## src/rtl/usb_pkg.sv

```systemverilog
// Shared types and CRC16 helper for the USB packet transmit path.
package usb_pkg;

  localparam logic [3:0]  PID_DATA0    = 4'b0011;
  localparam logic [3:0]  PID_DATA1    = 4'b1011;
  localparam logic [15:0] CRC16_POLY_R = 16'hA001;
  localparam logic [15:0] CRC16_INIT   = 16'hFFFF;

  typedef enum logic [2:0] {IDLE, PID, DATA, CRC_LO, CRC_HI} tx_state_e;

  // Reflected CRC16 (LSB first), one byte per call.
  function automatic logic [15:0] crc16_byte(input logic [15:0] crc, input logic [7:0] din);
    logic [15:0] c;
    c = crc ^ {8'h00, din};
    for (int i = 0; i < 8; i++)
      c = c[0] ? ((c >> 1) ^ CRC16_POLY_R) : (c >> 1);
    return c;
  endfunction

endpackage

```

## src/rtl/usb_crc16.sv

```systemverilog
// Running CRC16 register with a combinational look-ahead of the next value.
module usb_crc16
  import usb_pkg::*;
(
  input  logic        clk,
  input  logic        rst,
  input  logic        clr,
  input  logic        en,
  input  logic [7:0]  din,
  output logic [15:0] crc_q,
  output logic [15:0] crc_next
);

  assign crc_next = crc16_byte(crc_q, din);

  always_ff @(posedge clk) begin
    if (rst || clr) crc_q <= CRC16_INIT;
    else if (en)    crc_q <= crc_next;
  end

endmodule

```

## src/rtl/usb_pkt_tx.sv

```systemverilog
// Drains LEN payload bytes from a FIFO and emits PID + payload + CRC16 as a
// registered valid/ready byte stream.
module usb_pkt_tx
  import usb_pkg::*;
#(
  parameter int WIDTH   = 8,
  parameter int MAX_LEN = 64,
  parameter int LEN_W   = 7
) (
  input  logic             clk,
  input  logic             rst,
  input  logic             start,
  input  logic [3:0]       pid,
  input  logic [LEN_W-1:0] len,
  output logic             busy,
  output logic             done,
  output logic             fifo_rd_en,
  input  logic [WIDTH-1:0] fifo_r_data,
  input  logic             fifo_empty,
  output logic [7:0]       tx_data,
  output logic             tx_valid,
  input  logic             tx_ready,
  output logic             tx_last
);

  localparam logic [LEN_W-1:0] MAX_LEN_L = LEN_W'(MAX_LEN);
  localparam logic [LEN_W-1:0] LEN_ONE   = LEN_W'(1);

  tx_state_e        state;
  logic [3:0]       pid_q;
  logic             len_zero;
  logic [LEN_W-1:0] len_c, rd_left, tx_left;
  logic [1:0][7:0]  sk_buf;
  logic [1:0]       sk_cnt;
  logic             rd_vld;
  logic             avail, ld, fire, last_data, pop, crc_en, crc_clr;
  logic [7:0]       head;
  logic [15:0]      crc_q, crc_next;

  assign len_c     = (len > MAX_LEN_L) ? MAX_LEN_L : len;
  assign avail     = (sk_cnt != 2'd0) || rd_vld;
  assign head      = (sk_cnt != 2'd0) ? sk_buf[0] : fifo_r_data[7:0];
  assign ld        = !tx_valid || tx_ready;
  assign fire      = tx_valid && tx_ready;
  assign last_data = (tx_left == LEN_ONE);
  assign crc_en    = (state == DATA) && fire;
  assign crc_clr   = (state == IDLE) && start;

  // Reads in flight count against skid space so a returning byte always has a slot.
  assign fifo_rd_en = !fifo_empty && (rd_left != '0) &&
                      (({1'b0, sk_cnt} + {2'b00, rd_vld}) < 3'd2);

  always_comb begin
    pop = 1'b0;
    if (state == PID && fire && !len_zero)             pop = avail;
    if (state == DATA && ld && !(fire && last_data))   pop = avail;
  end

  usb_crc16 u_crc (
    .clk      (clk),
    .rst      (rst),
    .clr      (crc_clr),
    .en       (crc_en),
    .din      (tx_data),
    .crc_q    (crc_q),
    .crc_next (crc_next)
  );

  always_ff @(posedge clk) begin
    if (rst) begin
      state    <= IDLE;
      pid_q    <= '0;
      len_zero <= 1'b0;
      rd_left  <= '0;
      tx_left  <= '0;
      sk_buf   <= '0;
      sk_cnt   <= 2'd0;
      rd_vld   <= 1'b0;
      busy     <= 1'b0;
      done     <= 1'b0;
      tx_data  <= 8'h00;
      tx_valid <= 1'b0;
      tx_last  <= 1'b0;
    end else begin
      done   <= 1'b0;
      rd_vld <= fifo_rd_en;
      if (fifo_rd_en) rd_left <= rd_left - LEN_ONE;

      // With an empty buffer a returning byte bypasses straight to the output.
      case ({rd_vld, pop})
        2'b10: begin
          sk_buf[sk_cnt[0]] <= fifo_r_data[7:0];
          sk_cnt            <= sk_cnt + 2'd1;
        end
        2'b01: begin
          sk_buf[0] <= sk_buf[1];
          sk_cnt    <= sk_cnt - 2'd1;
        end
        2'b11: begin
          if (sk_cnt == 2'd2) begin
            sk_buf[0] <= sk_buf[1];
            sk_buf[1] <= fifo_r_data[7:0];
          end else if (sk_cnt == 2'd1) begin
            sk_buf[0] <= fifo_r_data[7:0];
          end
        end
        default: ;
      endcase

      case (state)
        IDLE: if (start) begin
          pid_q    <= pid;
          len_zero <= (len_c == '0);
          rd_left  <= len_c;
          tx_left  <= len_c;
          busy     <= 1'b1;
          state    <= PID;
        end
        PID: begin
          if (!tx_valid) begin
            tx_data  <= {~pid_q, pid_q};
            tx_valid <= 1'b1;
          end else if (tx_ready) begin
            if (len_zero) begin
              tx_data <= ~crc_q[7:0];
              state   <= CRC_LO;
            end else begin
              tx_valid <= avail;
              if (avail) tx_data <= head;
              state <= DATA;
            end
          end
        end
        DATA: if (ld) begin
          if (fire && last_data) begin
            tx_data  <= ~crc_next[7:0];
            tx_valid <= 1'b1;
            state    <= CRC_LO;
          end else begin
            tx_valid <= avail;
            if (avail) tx_data <= head;
          end
          if (fire) tx_left <= tx_left - LEN_ONE;
        end
        CRC_LO: if (tx_ready) begin
          tx_data <= ~crc_q[15:8];
          tx_last <= 1'b1;
          state   <= CRC_HI;
        end
        CRC_HI: if (tx_ready) begin
          tx_data  <= 8'h00;
          tx_valid <= 1'b0;
          tx_last  <= 1'b0;
          busy     <= 1'b0;
          done     <= 1'b1;
          state    <= IDLE;
        end
        default: state <= IDLE;
      endcase
    end
  end

endmodule
```

## config.mk

```make
export PLATFORM = sky130hd
export DESIGN_NAME = usb_pkt_tx
export DESIGN_NICKNAME = d
export VERILOG_FILES = /design/src/rtl/usb_pkg.sv /design/src/rtl/usb_crc16.sv /design/src/rtl/usb_pkt_tx.sv
export SDC_FILE = /design/constraint.sdc
export NUM_CORES = 1
export LEC_CHECK = 0
export CAP_MARGIN = 20
export CORE_ASPECT_RATIO = 1.25
export CORE_MARGIN = 2
export CORE_UTILIZATION = 60
export CTS_BUF_LIST = sky130_fd_sc_hd__clkbuf_4
export DETAILED_ROUTE_END_ITERATION = 12
export PLACE_DENSITY_LB_ADDON = 0.05
export SYNTH_ARGS = -nofsm -noshare
export SYNTH_HDL_FRONTEND = slang
export SYNTH_HIERARCHICAL = 1
export SYNTH_SLANG_ARGS = --single-unit
```

## constraint.sdc

```tcl
create_clock -name clk -period 3.4 [get_ports clk]
set_input_delay 0.68 -clock clk [delete_from_list [all_inputs] [get_ports clk]]
set_output_delay 0.68 -clock clk [all_outputs]
set_load 0.1 [all_outputs]
```

==> results of run 1 <==
-- how the worst max path moves through the flow --
stage                     end  cells past startpoint  slack (ns)      from
CTS                 sk_buf[4]                     12        0.56  tx_ready
finish              sk_buf[4]                     12        0.55  tx_ready
global placement    sk_buf[4]                     11        0.25  tx_ready
floorplan           sk_buf[6]                     11        0.07  tx_valid
detailed placement  sk_buf[4]                     12        0.11  tx_ready
global route        sk_buf[1]                     12        0.42  tx_ready
-- report_power, final --
group | switching (uW) | internal, uW | leakage, uW
logic | 1540 | 977 | 0.00111
registers | 220 | 982 | 0.000564
clock network | 309 | 294 | 0.0000833
total | 2070 | 2250 | 0.00176
-- final cells by class --
type,instances,area (um^2),area share (%)
clock buffer,9,67.56,1.449
tap,87,108.9,2.334
timing repair buffer,54,473.0,10.14
clock inverter,7,90.09,1.932
inverter,17,63.81,1.368
sequential,69,1381,29.62
multi-input combinational,399,2479,53.15
-- flip-flops by register name, indices dropped and copies added, names as in the netlist --
signal	flops
len_zero	1
u_crc/crc_q	16
tx_valid	1
sk_cnt	2
tx_last	1
sk_buf	16
busy	1
tx_left	7
tx_data	8
state	3
rd_vld	1
pid_q	4
rd_left	7
done	1
-- tightest hold or removal path: stages (launching register included) --
cell and delay (ns):
dfxtp_1 0.33, nand2_1 0.05, a21oi_1 0.05
-- routing by layer --
| layer | wire, um | track usage, % | up-vias | part of all wire, % |
|---|---|---|---|---|
| met5 | 0 | 0 | - | 0 |
| met4 | 452 | 17.71 | 0 | 4.3 |
| met3 | 453 | 4.972 | 38 | 4.3 |
| met2 | 5424 | 56.32 | 127 | 51 |
| met1 | 4267 | 33.39 | 1848 | 40 |
| li1 | - | - | 1917 | - |
-- metrics by stage --
step / hold slack (ns) / cell area (um^2) / std cells / util, %
6_report: 0.4611 / 4663 / 642 / 71.03
5_1_grt: 0.4886 / 4663 / 642 / 71.03
4_1_cts: 0.4627 / 4663 / 642 / 71.03
3_5_place_dp: 0.4469 / 4506 / 626 / 68.63
3_3_place_gp: 0.4455 / 4506 / 626 / 68.63
2_1_floorplan: 0.4316 / 4080 / 520 / -
-- cell usage in the layout, fill, tap and decap left out, drive strengths merged, types with 6 or more instances in the layout --
cell type	n
a21oi	50
nand2	56
nor2b	7
dfxtp	69
clkbuf	9
a22oi	11
clkdlybuf4s50	23
a311oi	10
xor2	6
inv	16
nor3	19
o21ai	33
buf	31
xnor2	18
mux2i	14
a211oi	13
ha	9
nor2	64
nand3	26
==> results.yml, run 1 <==
run_status:
  outcome: "completed"
global_route:
  global_route_wire_length_before_repair_mm: 17.85
  globalRouteOverflowTotal: 0
  grt.total_usage_pct: 30.66
  grt_start_max_net_pins: 38
  number_of_antenna_violations_at_the_first_check_in_global_routing: 0
  first_global_vias: 3814
clocking:
  max-clock-path-buffers: 2
  cts_root_buf: "clkbuf_4"
  cts_tree: "done"
  post_cts.resized_instances: 0
  number_of_post_cts_setup_repair_buffers: 0
  inserted_clock_buffers: 9
  clock_sink_count: 69
  cts.reportedPaths.clkPinSlew_ns: 0.11
  cts_htree_levels: 3
  worst_skew_pair.late_latency_ns: 0.44
  cts_stage_hold_buffer_count: 0
setup_path:
  cp.required_ns: 3.74
  critPathMostFrequentCell: "nor2_1"
  r2r_end: "sk_buf[4]"
  crit_path_max_incr_delay_ns: 0.55
  r2r_cell_count: 12
  worst-r2r-setup-slack_ns: 0.69
  cp_max_fo: 16
  type_of_element_launching_the_critical_path: "primary input"
  timing.critical_path.cells: "clkdlybuf4s50_1 > and2_1 > nand3b_1 > nor2_1 > a41oi_1 > nor3_1 > ha_1 > o21bai_1 > o21ai_1 > buf_4 > nor2_1 > a211oi_1"
  critPathTopFamily: "simple AND/OR/NAND/NOR gates"
  type_of_the_setup_path_with_the_least_slack: "in2reg"
  timing.critical_path.to_type: "flip-flop"
  cp.arrival_ns: 3.20
  worst_r2r_startpoint: "tx_left[1]"
  worst-path-buf-inv: 2
  slowest_stage: "clkdlybuf4s50_1"
floorplanning:
  floorplan.die_area_um2: 7480
  io_pins: 37
  floorplan.initialDensity_pct: 62.15
  die_x_um: 77.76
  area_of_the_core_um2: 6565
  floorplan.die.height_um: 96.20
  row_count: 33
route:
  drt-initial-drc-count: 223
  antenna_violating_nets_post_route: 0
  drt_pre_antenna_iters: 5
  via_per_inst: 6.121
  detail_route.drc_violations: 0
  drt_wl_total_mm: 10.60
  wire_per_inst_um: 16.51
  routed-via-count: 3930
timing:
  timing.fmax_mhz: 350.6
  relSlewSlack_pct: 35.40
  finalSetupTns_ns: 0
  worst_pin_slew_ns: 0.9659
  timing.final.setup_violations: 0
  drv_slew: 0
  fin_worst_skew_ns: 0.02079
  timing.final.crit_period_ns: 2.852
  layout_setup_ws_ns: 0.5476
  hold_viol: 0
  fin_crit_sh_pct: 83.89
  rsz_0062_raised_after_global_routing: "false"
logic_synthesis:
  syn_area_um2: 4080
  mappedNetlistNets: 553
  syn_area_per_cell_um2: 7.846
  ys_warn_count: 6
  synth_cells: 520
power_and_ir_drop:
  p_total_uw: 4319
  worst_ir_drop_vdd_v: 0.0006578
  static-leakage-power_uw: 0.001757
  power_per_cell_area_nw_per_um2: 926.3
placement:
  io_buffers: 36
  gpl.final_weighted_congestion: 0.9204
  pre_cts_setup_slack_ns: 0.1070
  dpl.hpwl_mm: 7.862
finish:
  fin_nets: 583
  share_of_final_layout_standard_cells_stronger_than_drive_strength_1_pct: 11.17
  synthToLayoutAreaGrowth_pct: 14.29
  fillCellCount: 553
  n_antenna_cell: 0
min_path:
  whs_path_depth: 2
  hold_start: "sk_buf[9]"
  hold_path_end: "sk_buf[9]"
  min-delay-path-class: "reg2reg"
flow_run:
  cap_viol_max_count: 0
Power figures use the tool's default switching activity.
==> inputs of run 2 (changes only) <==
clock period = 2.8 ns   (was 3.4 ns; I/O delays follow)
==> run 2 against run 1 <==
Compared with the run above: critical endpoint is now sk_buf[7]; design area grew 1.9%; combinational power grew 24%; sequential power up 23%; total power grew 21%; non-clock buffer count grew 12; critical path depth decreased by 1; via count up 0.74%; register-to-register slack got worse by 0.40 ns.
==> results.yml, run 2 (synthesis results as in run 1) <==
run_status:
  outcome: "completed"
finish:
  layout_common_cells: "dfxtp_1 (67), nor2_1 (64), nand2_1 (55)"
  synthToLayoutAreaGrowth_pct: 16.41
  n_antenna_cell: 0
  layout_commonest_cell: "dfxtp_1"
  fin_nets: 595
  share_of_final_layout_standard_cells_stronger_than_drive_strength_1_pct: 13.76
  largest_registers: "sk_buf x16, u_crc/crc_q x16, tx_data x8"
  layout.core_utilization_pct: 72.35
  fillCellCount: 550
  final_cell_area_um2: 4750
  stdcell_count: 654
power_and_ir_drop:
  power.share.combinational_pct: 59.3
  worst_ir_drop_vdd_v: 0.001006
  p_sw_uw: 2537
  power.clock.fraction_pct: 12.5
  intPower_uw: 2687
  static-leakage-power_uw: 0.001814
  power.share.sequential_pct: 28.2
  p_sw_share_pct: 48.56
  power_per_cell_area_nw_per_um2: 1100
route:
  detail_route.drc_violations: 0
  wire_per_inst_um: 16.56
  via_per_inst: 6.054
  drt-initial-drc-count: 252
  drt_pre_antenna_iters: 7
  drt_wl_total_mm: 10.83
  routed-via-count: 3959
  antenna_violating_nets_post_route: 0
setup_path:
  cp.arrival_ns: 2.92
  cp.required_ns: 3.13
  timing.critical_path.to_type: "flip-flop"
  type_of_element_launching_the_critical_path: "primary input"
  type_of_the_setup_path_with_the_least_slack: "in2reg"
  cp_max_fo: 16
  r2r_cell_count: 12
timing:
  rsz_0062_raised_after_global_routing: "false"
  worst_pin_slew_ns: 0.8965
  drv_slew: 0
  fin_crit_sh_pct: 92.59
  timing.final.crit_period_ns: 2.592
  layout_setup_ws_ns: 0.2075
  fin_worst_skew_ns: 0.02138
  relSlewSlack_pct: 39.58
  hold_viol: 0
  timing.fmax_mhz: 385.7
  timing.final.setup_violations: 0
global_route:
  grt_start_max_net_pins: 29
  grt.met3_usage_pct: 4.503
  global_route.usage.met2_pct: 56.75
  globalRouteOverflowTotal: 0
  global_route_wire_length_before_repair_mm: 17.44
  grt-busiest-layer: "met2"
  number_of_antenna_violations_at_the_first_check_in_global_routing: 0
  first_global_vias: 3752
  met1_usage_pct: 32.38
  grt.total_usage_pct: 29.67
clocking:
  max-clock-path-buffers: 2
  cts_htree_levels: 3
  cts.reportedPaths.clkPinSlew_ns: 0.12
  worst_skew_pair.late_latency_ns: 0.42
  cts_root_buf: "clkbuf_4"
  clock_sink_count: 69
  cts_tree: "done"
  number_of_post_cts_setup_repair_buffers: 0
  inserted_clock_buffers: 9
placement:
  place_inst: 638
  gpl.final_weighted_congestion: 0.8508
  dpl.hpwl_mm: 8.008
  io_buffers: 36
  placed_cell_area_um2: 4614
  pre_cts_setup_slack_ns: -0.2595
min_path:
  min-delay-path-class: "in2reg"
  whs_path_depth: 2
floorplanning:
  floorplan.die.height_um: 96.20
  area_of_the_core_um2: 6565
  io_pins: 37
  floorplan.die_area_um2: 7480
  row_count: 33
  die_x_um: 77.76
  floorplan.initialDensity_pct: 62.15
flow_run:
  cap_viol_max_count: 0
==> run 2: cell count changes in the layout (fill, tap and decap cells not counted), sizes merged <==
cell	before	now
clkinv	5	6
clkinvlp	1	0
bufinv	2	1
buf	31	44
clkdlybuf4s50	23	22
inv	16	17
==> run 2: final timing paths <==
kind	end	from	slack, ns
worst max-delay path	sk_buf[7]	tx_ready	0.21
worst min register to register	pid_q[3]	pid_q[3]	0.47
worst max register to register	sk_buf[7]	tx_left[1]	0.29
worst min-delay path	tx_valid	rst	0.40
==> run 2: routing by layer <==
metal / part of all wire [%] / wire, um
met1: 40 / 4327
met2: 53 / 5721
met3: 4.4 / 474
met4: 2.8 / 305
met5: 0 / 0
==> run 2: power by group through the flow <==
stage                     logic [uW]  registers (uW)  clock network [uW]
final                           3100            1470                 653
after global routing            3360            1500                 711
after CTS                       3070            1460                 665
after detailed placement        3050            1490                   0
after global placement          3000            1480                   0
after floorplan                 1950            1850                   0
==> run 2: through the flow <==
stage,power (uW),hold slack (ns),setup TNS [ns]
finish,5224,0.3955,0
floorplan,3797,0.4316,0
CTS,5202,0.3836,0
detailed placement,4537,0.4465,-2.437
global route,5571,0.3890,0
global placement,4475,0.4450,-1.489
==> run 2: final cells by class <==
type                    count  area (um^2)  share of cell area [%]
clock buffers               9        67.56                   1.423
clock inverters             7        65.06                   1.370
inverters                  17        63.81                   1.344
multi-input cells         399         2485                   52.32
flip-flops and latches     69         1386                   29.19
well taps                  87        108.9                   2.292
repair buffers             66        573.1                   12.07
==> run 2: repair_timing <==
| action | in CTS | in global routing |
|---|---|---|
| hold buffers | 0 | 0 |
| setup endpoints to repair | 0 | 1 |
| resized for setup | 0 | 1 |
==> run 2: worst max-delay path: stages <==
cell	delay [ns]
clkdlybuf4s50_1	0.56
and4b_1	0.25
nand3_1	0.11
a41oi_1	0.27
nor3_1	0.11
ha_1	0.30
o21bai_1	0.18
o21ai_2	0.16
buf_12	0.16
nor2_1	0.05
a211oi_1	0.21
